**src/rtl/vic_prio_wb_if.sv**
```systemverilog
// CPU-side IACK bus of the vectored interrupt controller: strobe in, ack/vector/irq back.
// The CPU (master) drives wb_stb_i; the controller (slave) answers on the other three.
interface vic_prio_wb_if;
  logic        wb_stb_i;
  logic        wb_ack_o;
  logic [15:0] wb_dat_o;
  logic        wb_irq_o;

  modport master (output wb_stb_i, input wb_ack_o, wb_dat_o, wb_irq_o);
  modport slave  (input wb_stb_i, output wb_ack_o, wb_dat_o, wb_irq_o);
endinterface

```
**src/rtl/vic_prio_wb.sv**
```systemverilog
// Parametrised vectored interrupt controller: per-channel edge/level request, enable mask,
// fixed priority (highest index wins) and a spurious vector for empty IACK cycles.
module vic_prio_wb #(
  parameter int          N        = 4,
  parameter logic [15:0] SPUR_VEC = 16'o000000
) (
  input  logic            clk_sys,
  input  logic            reset,
  input  logic            ce,
  input  logic [16*N-1:0] ivec,
  input  logic [N-1:0]    ireq,
  input  logic [N-1:0]    iedge,
  input  logic [N-1:0]    imask,
  output logic [N-1:0]    iack,
  output logic [N-1:0]    pend_o,
  output logic [1:0]      dbg_state,
  vic_prio_wb_if.slave    wb
);

  // Handshake: wb_stb_i is held by the CPU for the whole IACK cycle; wb_ack_o rises one ce
  // after the strobe is seen and stays with a frozen wb_dat_o until the strobe drops, after
  // which both return to 0 on the next ce. wb_dat_o is 0 whenever ack is low (OR-bus).
  typedef enum logic [1:0] {S_IDLE = 2'd0, S_ACK = 2'd1, S_WAIT = 2'd2} state_t;

  state_t         state, state_n;
  logic [N-1:0]   req_d, latch;
  logic [N-1:0]   iack_q, iack_n;
  logic           ack_q, ack_n;
  logic [15:0]    dat_q, dat_n;
  logic           irq_q;
  logic [N-1:0]   clr_n;

  logic [N-1:0]   eligible;
  logic [N-1:0]   win_oh;
  logic [15:0]    win_vec;
  logic           win_valid;

  assign pend_o   = (iedge & latch) | (~iedge & ireq);
  assign eligible = pend_o & imask;

  // Ascending scan so the highest eligible index overwrites the lower ones.
  always_comb begin
    win_oh    = '0;
    win_vec   = 16'd0;
    win_valid = 1'b0;
    for (int i = 0; i < N; i++) begin
      if (eligible[i]) begin
        win_oh    = '0;
        win_oh[i] = 1'b1;
        win_vec   = ivec[16*i +: 16];
        win_valid = 1'b1;
      end
    end
  end

  always_comb begin
    state_n = state;
    ack_n   = ack_q;
    dat_n   = dat_q;
    iack_n  = '0;
    clr_n   = '0;
    case (state)
      S_IDLE: begin
        if (wb.wb_stb_i) begin
          ack_n   = 1'b1;
          dat_n   = win_valid ? win_vec : SPUR_VEC;
          iack_n  = win_oh;
          clr_n   = win_oh;
          state_n = S_ACK;
        end
      end
      S_ACK: begin
        if (!wb.wb_stb_i) begin
          ack_n   = 1'b0;
          dat_n   = 16'd0;
          state_n = S_IDLE;
        end else begin
          state_n = S_WAIT;
        end
      end
      S_WAIT: begin
        if (!wb.wb_stb_i) begin
          ack_n   = 1'b0;
          dat_n   = 16'd0;
          state_n = S_IDLE;
        end
      end
      default: begin
        ack_n   = 1'b0;
        dat_n   = 16'd0;
        state_n = S_IDLE;
      end
    endcase
  end

  always_ff @(posedge clk_sys or posedge reset) begin
    if (reset) begin
      state  <= S_IDLE;
      req_d  <= '0;
      latch  <= '0;
      iack_q <= '0;
      ack_q  <= 1'b0;
      dat_q  <= 16'd0;
      irq_q  <= 1'b0;
    end else if (ce) begin
      state  <= state_n;
      req_d  <= ireq;
      // A new edge in the serving ce must survive the clear, so set is applied last.
      latch  <= (latch & ~clr_n) | (iedge & ireq & ~req_d);
      iack_q <= iack_n;
      ack_q  <= ack_n;
      dat_q  <= dat_n;
      irq_q  <= |eligible;
    end
  end

  assign iack        = iack_q;
  assign dbg_state   = state;
  assign wb.wb_ack_o = ack_q;
  assign wb.wb_dat_o = dat_q;
  assign wb.wb_irq_o = irq_q;

endmodule
```
**src/flat_wrapper.sv**
```systemverilog
// flat-port wrapper written by rule: the top's interface ports become plain ports
module vic_prio_wb_flat 
#(
  parameter int          N        = 4,
  parameter logic [15:0] SPUR_VEC = 16'o000000
)
  (clk_sys, reset, ce, ivec, ireq, iedge, imask, iack, pend_o, dbg_state, wb_wb_stb_i, wb_wb_ack_o, wb_wb_dat_o, wb_wb_irq_o);
  vic_prio_wb_if wb_i ();
  input  logic clk_sys;
  input  logic reset;
  input  logic ce;
  input  logic [16*N-1:0] ivec;
  input  logic [N-1:0] ireq;
  input  logic [N-1:0] iedge;
  input  logic [N-1:0] imask;
  output logic [N-1:0] iack;
  output logic [N-1:0] pend_o;
  output logic [1:0] dbg_state;
  input wire logic [$bits(wb_i.wb_stb_i)-1:0] wb_wb_stb_i;
  output wire logic [$bits(wb_i.wb_ack_o)-1:0] wb_wb_ack_o;
  output wire logic [$bits(wb_i.wb_dat_o)-1:0] wb_wb_dat_o;
  output wire logic [$bits(wb_i.wb_irq_o)-1:0] wb_wb_irq_o;
  assign wb_i.wb_stb_i = wb_wb_stb_i;
  assign wb_wb_ack_o = wb_i.wb_ack_o;
  assign wb_wb_dat_o = wb_i.wb_dat_o;
  assign wb_wb_irq_o = wb_i.wb_irq_o;
  vic_prio_wb #(.N(N), .SPUR_VEC(SPUR_VEC)) u_core (.clk_sys(clk_sys), .reset(reset), .ce(ce), .ivec(ivec), .ireq(ireq), .iedge(iedge), .imask(imask), .iack(iack), .pend_o(pend_o), .dbg_state(dbg_state), .wb(wb_i));
endmodule
```
**config.mk**
```make
export PLATFORM = sky130hd
export DESIGN_NAME = vic_prio_wb_flat
export DESIGN_NICKNAME = d
export VERILOG_FILES = /design/src/rtl/vic_prio_wb_if.sv /design/src/rtl/vic_prio_wb.sv /design/src/flat_wrapper.sv
export SDC_FILE = /design/constraint.sdc
export NUM_CORES = 1
export LEC_CHECK = 0
export BUFFER_PORTS_ARGS = -buffer_cell sky130_fd_sc_hd__clkbuf_2
export CELL_PAD_IN_SITES_DETAIL_PLACEMENT = 1
export CELL_PAD_IN_SITES_GLOBAL_PLACEMENT = 1
export CORE_AREA = 10 10 99 101
export DETAILED_ROUTE_END_ITERATION = 10
export DIE_AREA = 0 0 109 111
export PLACE_DENSITY_LB_ADDON = 0.1
export SLEW_MARGIN = 20
export SYNTH_ARGS = -nofsm -noshare
export SYNTH_HDL_FRONTEND = slang
export SYNTH_SLANG_ARGS = --single-unit
```
**constraint.sdc**
```tcl
create_clock -name clk_sys -period 2.25 [get_ports clk_sys]
set_clock_uncertainty 0.2 [all_clocks]
set_input_delay 0 -clock clk_sys [delete_from_list [all_inputs] [get_ports clk_sys]]
set_output_delay 0 -clock clk_sys [all_outputs]
set_load 0.02 [all_outputs]
```
* Word-level counts from Yosys, hierarchy flattened *
Index checks and enable logic that the tools add are counted.

operators by class
  add/sub/neg operators = 0
  reduce and logical (&&, ||, !) cells = 5
  bitwise operators = 11
  shift operators = 0
  order comparisons = 0
  multiplexer cells = 25
  divide/modulo/power cells = 0
  multipliers = 0
  equality and inequality tests = 5

operators by type and width
  kind                                                 count
  two-way mux 16 bit                                   7
  case mux 16 bit (2 select lines)                     1
  bitwise AND 4 bit                                    6
  two-way mux 4 bit                                    3
  NOT 4 bit                                            3
  two-way mux 2 bit                                    4
  bitwise OR 4 bit                                     2
  two-way mux 1 bit                                    7
  inequality test 2 bit, second input constant         3
  case mux 2 bit (3 select lines)                      1
  AND reduction 3 bit                                  2
  OR reduction 4 bit                                   1
  two-way mux 3 bit                                    1
  equality test 2 x 1 -> 1 bit, second input constant  1
  equality test 2 bit, second input constant           1
  logical NOT 2 bit                                    1
  case mux 1 bit (2 select lines)                      1
  OR reduction 2 bit                                   1

storage, ports and cells
  input port bits = 80
  bits in read-only memories = 0
  latch bits = 0
  memories kept = 0
  register bits after elaboration = 32
  RAM bits = 0

* Depth between registers and ports, before layout *
Gate-level depths: netlist of the first run.

  depth in word-level cells = 13
  gate-level depth with buffers = 7
  mapped depth without buffers = 6

* Least setup slack after synthesis of the first run *
OpenSTA, ideal clock, no wires.

  path type = register to register
  from = register u_core.state[0] (netlist: u_core.dbg_state[0])
  to = register u_core.dat_q[15] (netlist: u_core.wb.wb_dat_o[15])
  slack = 254 ps
  data required time = 1946 ps
  cell stages (with the launch flop) = 7
  library setup time = 104 ps
  arrival = 1692 ps
  cell sequence = dfrtp_1 inv_1 ha_1 nor2_1 o31ai_4 buf_6 o41ai_2

on the way
  longest elaborated chain between the ends = 4
  elaborated cells on any way between the ends = 8
  classes of those cells = 4 x eq/ne; 1 x mux; 3 x reduce/logical

ends and longest elaborated chain
  item                                                                 RTL line            text
  from (decl)                                                          vic_prio_wb.sv:25   state_t state, state_n;
  from (signal assigned)                                               vic_prio_wb.sv:106  state <= state_n;
  equality test 2 x 1 -> 1 bit or equality test 2 bit (tied branches)  vic_prio_wb.sv:62   case (state)
  OR reduction 2 bit (no line)                                         n/a
  inequality test 2 bit (no line)                                      n/a
  AND reduction 3 bit (no line)                                        n/a
  to (signal assigned)                                                 vic_prio_wb.sv:112  dat_q <= dat_n;
  to (decl)                                                            vic_prio_wb.sv:29   logic [15:0] dat_q, dat_n;

Several ways; a longest one is shown, not always the timed one.
A chain may end at the register's enable or synchronous reset.

* Final worst setup path of the first run *
  from = input iedge[1]
  to = register u_core.iack_q[0] (netlist: u_core.iack[0])

on the way
  longest elaborated chain between the ends = 9
  elaborated cells on any way between the ends = 10
  classes of those cells = 5 x mux; 5 x bitwise

ends and longest elaborated chain
  item                   RTL line            text
  from (decl)            flat_wrapper.sv:14  input logic [N-1:0] iedge;
  NOT 4 bit              vic_prio_wb.sv:38   assign pend_o = (iedge & latch) | (~iedge & ireq);
  bitwise AND 4 bit      vic_prio_wb.sv:38
  bitwise OR 4 bit (*)   vic_prio_wb.sv:38
  bitwise AND 4 bit (*)  vic_prio_wb.sv:39   assign eligible = pend_o & imask;
  two-way mux 2 bit (*)  vic_prio_wb.sv:47   if (eligible[i]) begin
  two-way mux 3 bit (*)  vic_prio_wb.sv:47
  two-way mux 4 bit (*)  vic_prio_wb.sv:47
  two-way mux 4 bit (*)  vic_prio_wb.sv:64   if (wb.wb_stb_i) begin
  two-way mux 4 bit (*)  vic_prio_wb.sv:62
  to (signal assigned)   vic_prio_wb.sv:110  iack_q <= iack_n;
  to (decl)              vic_prio_wb.sv:27   logic [N-1:0] iack_q, iack_n;

Mark *: on every way between the ends. The rest lies on a longest branch, timed or not.

==> results of run 1 <==
flip-flops by register name, indices dropped and copies added, names as in the netlist:
| signal | count |
|---|---|
| u_core.wb.wb_irq_o | 1 |
| u_core.iack | 4 |
| u_core.latch | 4 |
| u_core.dbg_state | 2 |
| u_core.wb.wb_ack_o | 1 |
| u_core.wb.wb_dat_o | 16 |
| u_core.req_d | 4 |
where the power goes:
group	internal (mW)	total, mW	leakage, nW	switching (mW)
logic	0.589	1.43	1.11	0.845
registers	0.760	0.875	0.411	0.115
clock network	0.391	0.623	0.0645	0.232
total	1.74	2.93	1.58	1.19
worst max-delay path: cells and delay by family:
kind / cells / cell delay [ns]
buffers and inverters: 4 / 1.37
AOI/OAI and AO/OA: 2 / 0.35
muxes: 1 / 0.32
and+or+nand+nor: 1 / 0.08
synthesized netlist by cell type, types with 2 or more instances:
| cell type | instances |
|---|---|
| mux2_2 | 5 |
| a32o_1 | 4 |
| o41ai_2 | 9 |
| a21oi_1 | 4 |
| dfrtp_1 | 32 |
| inv_1 | 11 |
| ha_1 | 3 |
| buf_6 | 3 |
| buf_2 | 5 |
| nor2_1 | 5 |
| nor2b_1 | 3 |
| a22o_1 | 2 |
| nand2_1 | 19 |
| nand3_1 | 4 |
| o21ai_0 | 4 |
| o41ai_1 | 7 |
| a21o_1 | 2 |
| a221oi_1 | 16 |
| clkbuf_1 | 5 |
| nor3_1 | 33 |
path summary, 6_finish.rpt:
path,depth (start not counted),startpoint,end
worst min register to register,2,u_core.wb.wb_dat_o[14],u_core.wb.wb_dat_o[14]
worst max-delay path,8,iedge[1],u_core.iack[0]
max in group asynchronous,4,reset,u_core.latch[3]
worst max register to register,7,u_core.dbg_state[0],u_core.wb.wb_dat_o[10]
worst min-delay path,3,iedge[3],u_core.latch[3]
min in group asynchronous,4,reset,u_core.iack[1]
metrics by stage:
stage / cell area, sq um / utilization / TNS [ns]
2_1_floorplan: 1910 / - / 0
3_3_place_gp: 2610 / 0.327 / -0.442
3_5_place_dp: 2610 / 0.327 / -0.756
4_1_cts: 3230 / 0.406 / 0
5_1_grt: 3260 / 0.409 / 0
6_report: 3260 / 0.409 / 0
kinds of logic after synthesis:
logic type | share of synthesized area
and+or+nand+nor | 0.170
AOI/OAI and AO/OA | 0.270
DFF | 0.419
buffers and inverters | 0.0662
muxes | 0.0544
adders and majority gates | 0.0197
area by class of cell:
class / instances / share of cell area
timing repair buffer: 171 / 0.355
multi-input combinational: 132 / 0.306
sequential: 32 / 0.245
tap: 105 / 0.0403
clock buffer: 7 / 0.0295
inverter: 13 / 0.0150
clock inverter: 1 / 0.00920
per-layer routing:
metal  up-vias  part of all wire
met5         -                 0
met4         0            0.0033
met3         2             0.063
met2        72              0.53
met1      1070              0.41
li1       1054                 -
timing repair:
action,CTS,global route
setup buffers,2,2
gates resized for setup,0,3
endpoints found under the setup margin,15,11
endpoints found under the hold margin,64,0
pin swaps,1,0
hold buffers,47,0
==> out/qor.yml, run 1 <==
status:
  status: "completed"
cells_and_area:
  drive_above_1_share: 0.435
  n_fill_cell: 936
  fin_nets: 438
  most-common-layout-cells: "clkbuf_2, dlygate4sd3_1, nor3_1"
  area_delta_synth_final_pct: 70.9
  regArea_sq_um: 801
  insertedDiodeCount: 0
  finalNonFillerCells: 461
  multiInputGateArea_sq_um: 997
  layout_commonest_cell: "clkbuf_2"
place:
  hpwl_um: 6370
  dp_cells: 402
  portBuffers: 107
  gp_congestion: 0.756
  place_worst_setup_slack_ns: -0.0925
cts:
  path_clk_slew_ns: 0.07
  cts_tree: "yes"
  ctsLongestPathBuffers: 2
  cts_root_buf: "clkbuf_8"
  clk_latency_ns: 0.29
  cts_buffers: 5
  cts_htree_levels: 2
  clock_sinks: 32
synthesis:
  synth.area.top_cells: "dfrtp_1, nor3_1, o41ai_2, a221oi_1, nand2_1"
  synth_flop_cell: "dfrtp_1"
  ys_ff_latch: 32
  synth-edff-count: 0
  yosysTopAreaCellShare: 0.419
  synthArstFlopShare: 1.00
  ys_warn_count: 0
  synth_cells: 190
  avgSynthCellArea_sq_um: 10.0
  synth.distinct_cells: 34
  ys_seq_area_frac: 0.419
  synth_nets: 273
  synth_top_area_cell: "dfrtp_1"
  netlist_area_sq_um: 1910
sta:
  setup_viol_count_final: 0
  tightestPinTransition_ns: 0.465
  setup_ws_ns: 0.133
  slew_headroom: 0.690
  rsz0062_at_grt: "false"
  period_minus_slack_ns: 2.12
  drv_slew: 0
  period_share: 0.941
  max_freq_mhz: 472
  hold_violations: 0
  fin_hold_ws_ns: 0.00456
pwr:
  ir_drop_mv: 0.321
  cellPowerDensity_nw_per_um2: 898
  p_leak_nw: 1.58
  p_total_mw: 2.93
routing:
  vias: 2198
  route.detailed.drc: 0
  vias_per_cell: 4.77
  drtIter0Drc: 85
  detail-route-antenna-nets: 0
  wl_um: 8760
  first_pass_iters: 4
  wire_per_inst_um: 19.0
critical_path:
  worst_setup_path_start_kind: "input pin"
  worstPathArrival_ns: 2.12
  cp_cell_sequence: "dlygate4sd3_1 -> clkbuf_2 -> mux2_4 -> a211oi_4 -> buf_12 -> nand3_1 -> dlygate4sd3_1 -> o21ai_0"
  path_class: "in2reg"
  cp_slowest_cell: "dlygate4sd3_1"
  cpPeakStageDelay_ns: 0.56
  cp_max_fo: 3
  end_kind: "register"
  r2r_slack_ns: 0.16
  crit_top_cell: "dlygate4sd3_1"
  crit_required_ns: 2.26
flow_run:
  maxCapViolations: 0
floorplanning:
  num_io_pins: 108
  die_h_um: 111
  core_area_sq_um: 7970
  die_area_sq_um: 12100
  initial_core_util: 0.240
  rows: 33
  die_width_um: 109
grt:
  grt_start_max_net_pins: 33
  grt-ovfl-total: 0
  busiest_layer: "met2"
  met1_usage: 0.166
  grt_usage: 0.148
  antenna_found_initial: 0
  use_met3: 0.0477
  grt_pass1_vias: 2554
  grt_util_met2: 0.265
  grt_pass1_wl_um: 14200
min_path:
  hold_class: "in2reg"
(Power assumes the default switching activity.)
==> run 2, diff against run 1 <==
==> constraint.sdc (replaced) <==
create_clock -name clk_sys -period 2.25 [get_ports clk_sys]
set_clock_uncertainty 0.2 [all_clocks]
set_input_delay 0 -clock clk_sys [delete_from_list [all_inputs] [get_ports clk_sys]]
set_output_delay 0 -clock clk_sys [all_outputs]
set_load 0.1 [all_outputs]
==> out/qor.yml, run 2 (same netlist as run 1, synthesis figures left out) <==
cts:
  cts_buffers: 5
  path_clk_slew_ns: 0.07
  cts_htree_levels: 2
  ctsLongestPathBuffers: 2
  cts_tree: "yes"
  clk_latency_ns: 0.28
  cts_root_buf: "clkbuf_8"
  clock_sinks: 32
sta:
  slew_headroom: 0.623
  max_freq_mhz: 463
  tns_ns: 0
  drv_slew: 0
  fin_hold_ws_ns: -0.00327
  hold_violations: 1
  rsz0062_at_grt: "false"
  period_minus_slack_ns: 2.16
  tightestPinTransition_ns: 0.567
  setup_viol_count_final: 0
  period_share: 0.960
floorplanning:
  die_h_um: 111
  die_area_sq_um: 12100
  die_width_um: 109
  core_area_sq_um: 7970
  initial_core_util: 0.240
  rows: 33
  num_io_pins: 108
grt:
  grt_usage: 0.142
  antenna_found_initial: 0
  grt-ovfl-total: 0
  grt_start_max_net_pins: 19
  grt_pass1_vias: 2555
  grt_pass1_wl_um: 13600
cells_and_area:
  largest_reg_flops: 16
  fin_nets: 433
  finalNonFillerCells: 455
  drive_above_1_share: 0.440
  insertedDiodeCount: 0
  area_delta_synth_final_pct: 66.4
  layout_commonest_cell: "clkbuf_2"
  most-common-layout-cells: "clkbuf_2, dlygate4sd3_1, nor3_1"
place:
  dp_cells: 404
  gp_congestion: 0.766
  portBuffers: 107
  hpwl_um: 6410
routing:
  detail-route-antenna-nets: 0
  wl_met1_um: 3440
  wire_per_inst_um: 18.6
  wl_met2_um: 4450
  route.detailed.drc: 0
  drtIter0Drc: 33
  wl_met3_um: 503
  route.top_layer_used: "met4"
  vias_per_cell: 4.80
  first_pass_iters: 4
  vias: 2184
  wl_um: 8490
critical_path:
  crit_required_ns: 2.22
  path_class: "in2reg"
  worst_setup_path_start_kind: "input pin"
  cp_max_fo: 17
  worstPathArrival_ns: 2.13
  end_kind: "register"
pwr:
  cellPowerDensity_nw_per_um2: 1200
  p_total_mw: 3.81
  p_leak_nw: 1.54
  ir_drop_mv: 0.559
min_path:
  hold_class: "in2reg"
flow_run:
  maxCapViolations: 0
status:
  status: "finished with violations"
  violations: "hold timing"
[run 2: cell types whose count changed in the layout (fill, tap and decap cells not counted), sizes merged]
cell | before | now
bufinv | 1 | 0
buf | 17 | 16
dlygate4sd3 | 47 | 43
[run 2: final timing paths]
| kind | from | to | slack (ns) | cells past startpoint |
|---|---|---|---|---|
| worst min register to register | u_core.wb.wb_dat_o[9] | u_core.wb.wb_dat_o[9] | 0.28 | 2 |
| worst max-delay path | iedge[1] | u_core.wb.wb_dat_o[8] | 0.09 | 8 |
| worst min-delay path | iedge[3] | u_core.latch[3] | -0.003 | 3 |
| min in group asynchronous | reset | u_core.latch[3] | 0.06 | 3 |
| max in group asynchronous | reset | u_core.dbg_state[0] | 1.23 | 4 |
| worst max register to register | u_core.latch[1] | u_core.wb.wb_dat_o[8] | 0.14 | 6 |
[run 2: per-layer routing]
layer	track usage	vias to the layer above
li1	-	1045
met1	0.159	1061
met2	0.254	71
met3	0.0436	7
met4	0.0317	0
met5	0	-
[run 2: worst max-delay path: stages]
cell	delay, ns
dlygate4sd3_1	0.53
clkbuf_2	0.13
mux2_4	0.30
buf_4	0.15
a211oi_4	0.21
buf_4	0.28
a221oi_1	0.17
o41ai_2	0.35
[run 2: repair_timing]
action,4_1_cts,5_1_grt
gates resized for setup,0,3
pin swaps,1,0
setup endpoints to repair,15,15
endpoints found under the hold margin,61,0
hold buffers,43,0
setup buffers,1,0
[run 2: cell type report]
class	count	area, sq um
Timing Repair Buffer	166	1100
Tap cell	105	131
Inverter	13	48.8
Sequential cell	32	806
Fill cell	936	4790
Clock buffer	7	96.3
Multi-Input combinational cell	132	997
[run 2: where the power goes]
| part | leakage (nW) | internal [mW] | switching (mW) |
|---|---|---|---|
| combinational | 1.08 | 0.571 | 1.87 |
| clock | 0.0503 | 0.272 | 0.212 |
| sequential | 0.408 | 0.768 | 0.117 |
[run 2: per-stage QoR]
step | hold WS (ns) | cell area, sq um | worst slack, ns | utilization
4_1_cts | 0.000751 | 3160 | 0.0640 | 0.397
5_1_grt | 0.00446 | 3180 | 0.00198 | 0.399
2_1_floorplan | -0.0838 | 1910 | 0.0110 | -
3_5_place_dp | -0.183 | 2620 | -0.0796 | 0.328
6_report | -0.00327 | 3180 | 0.0911 | 0.399
3_3_place_gp | -0.189 | 2620 | -0.0269 | 0.328
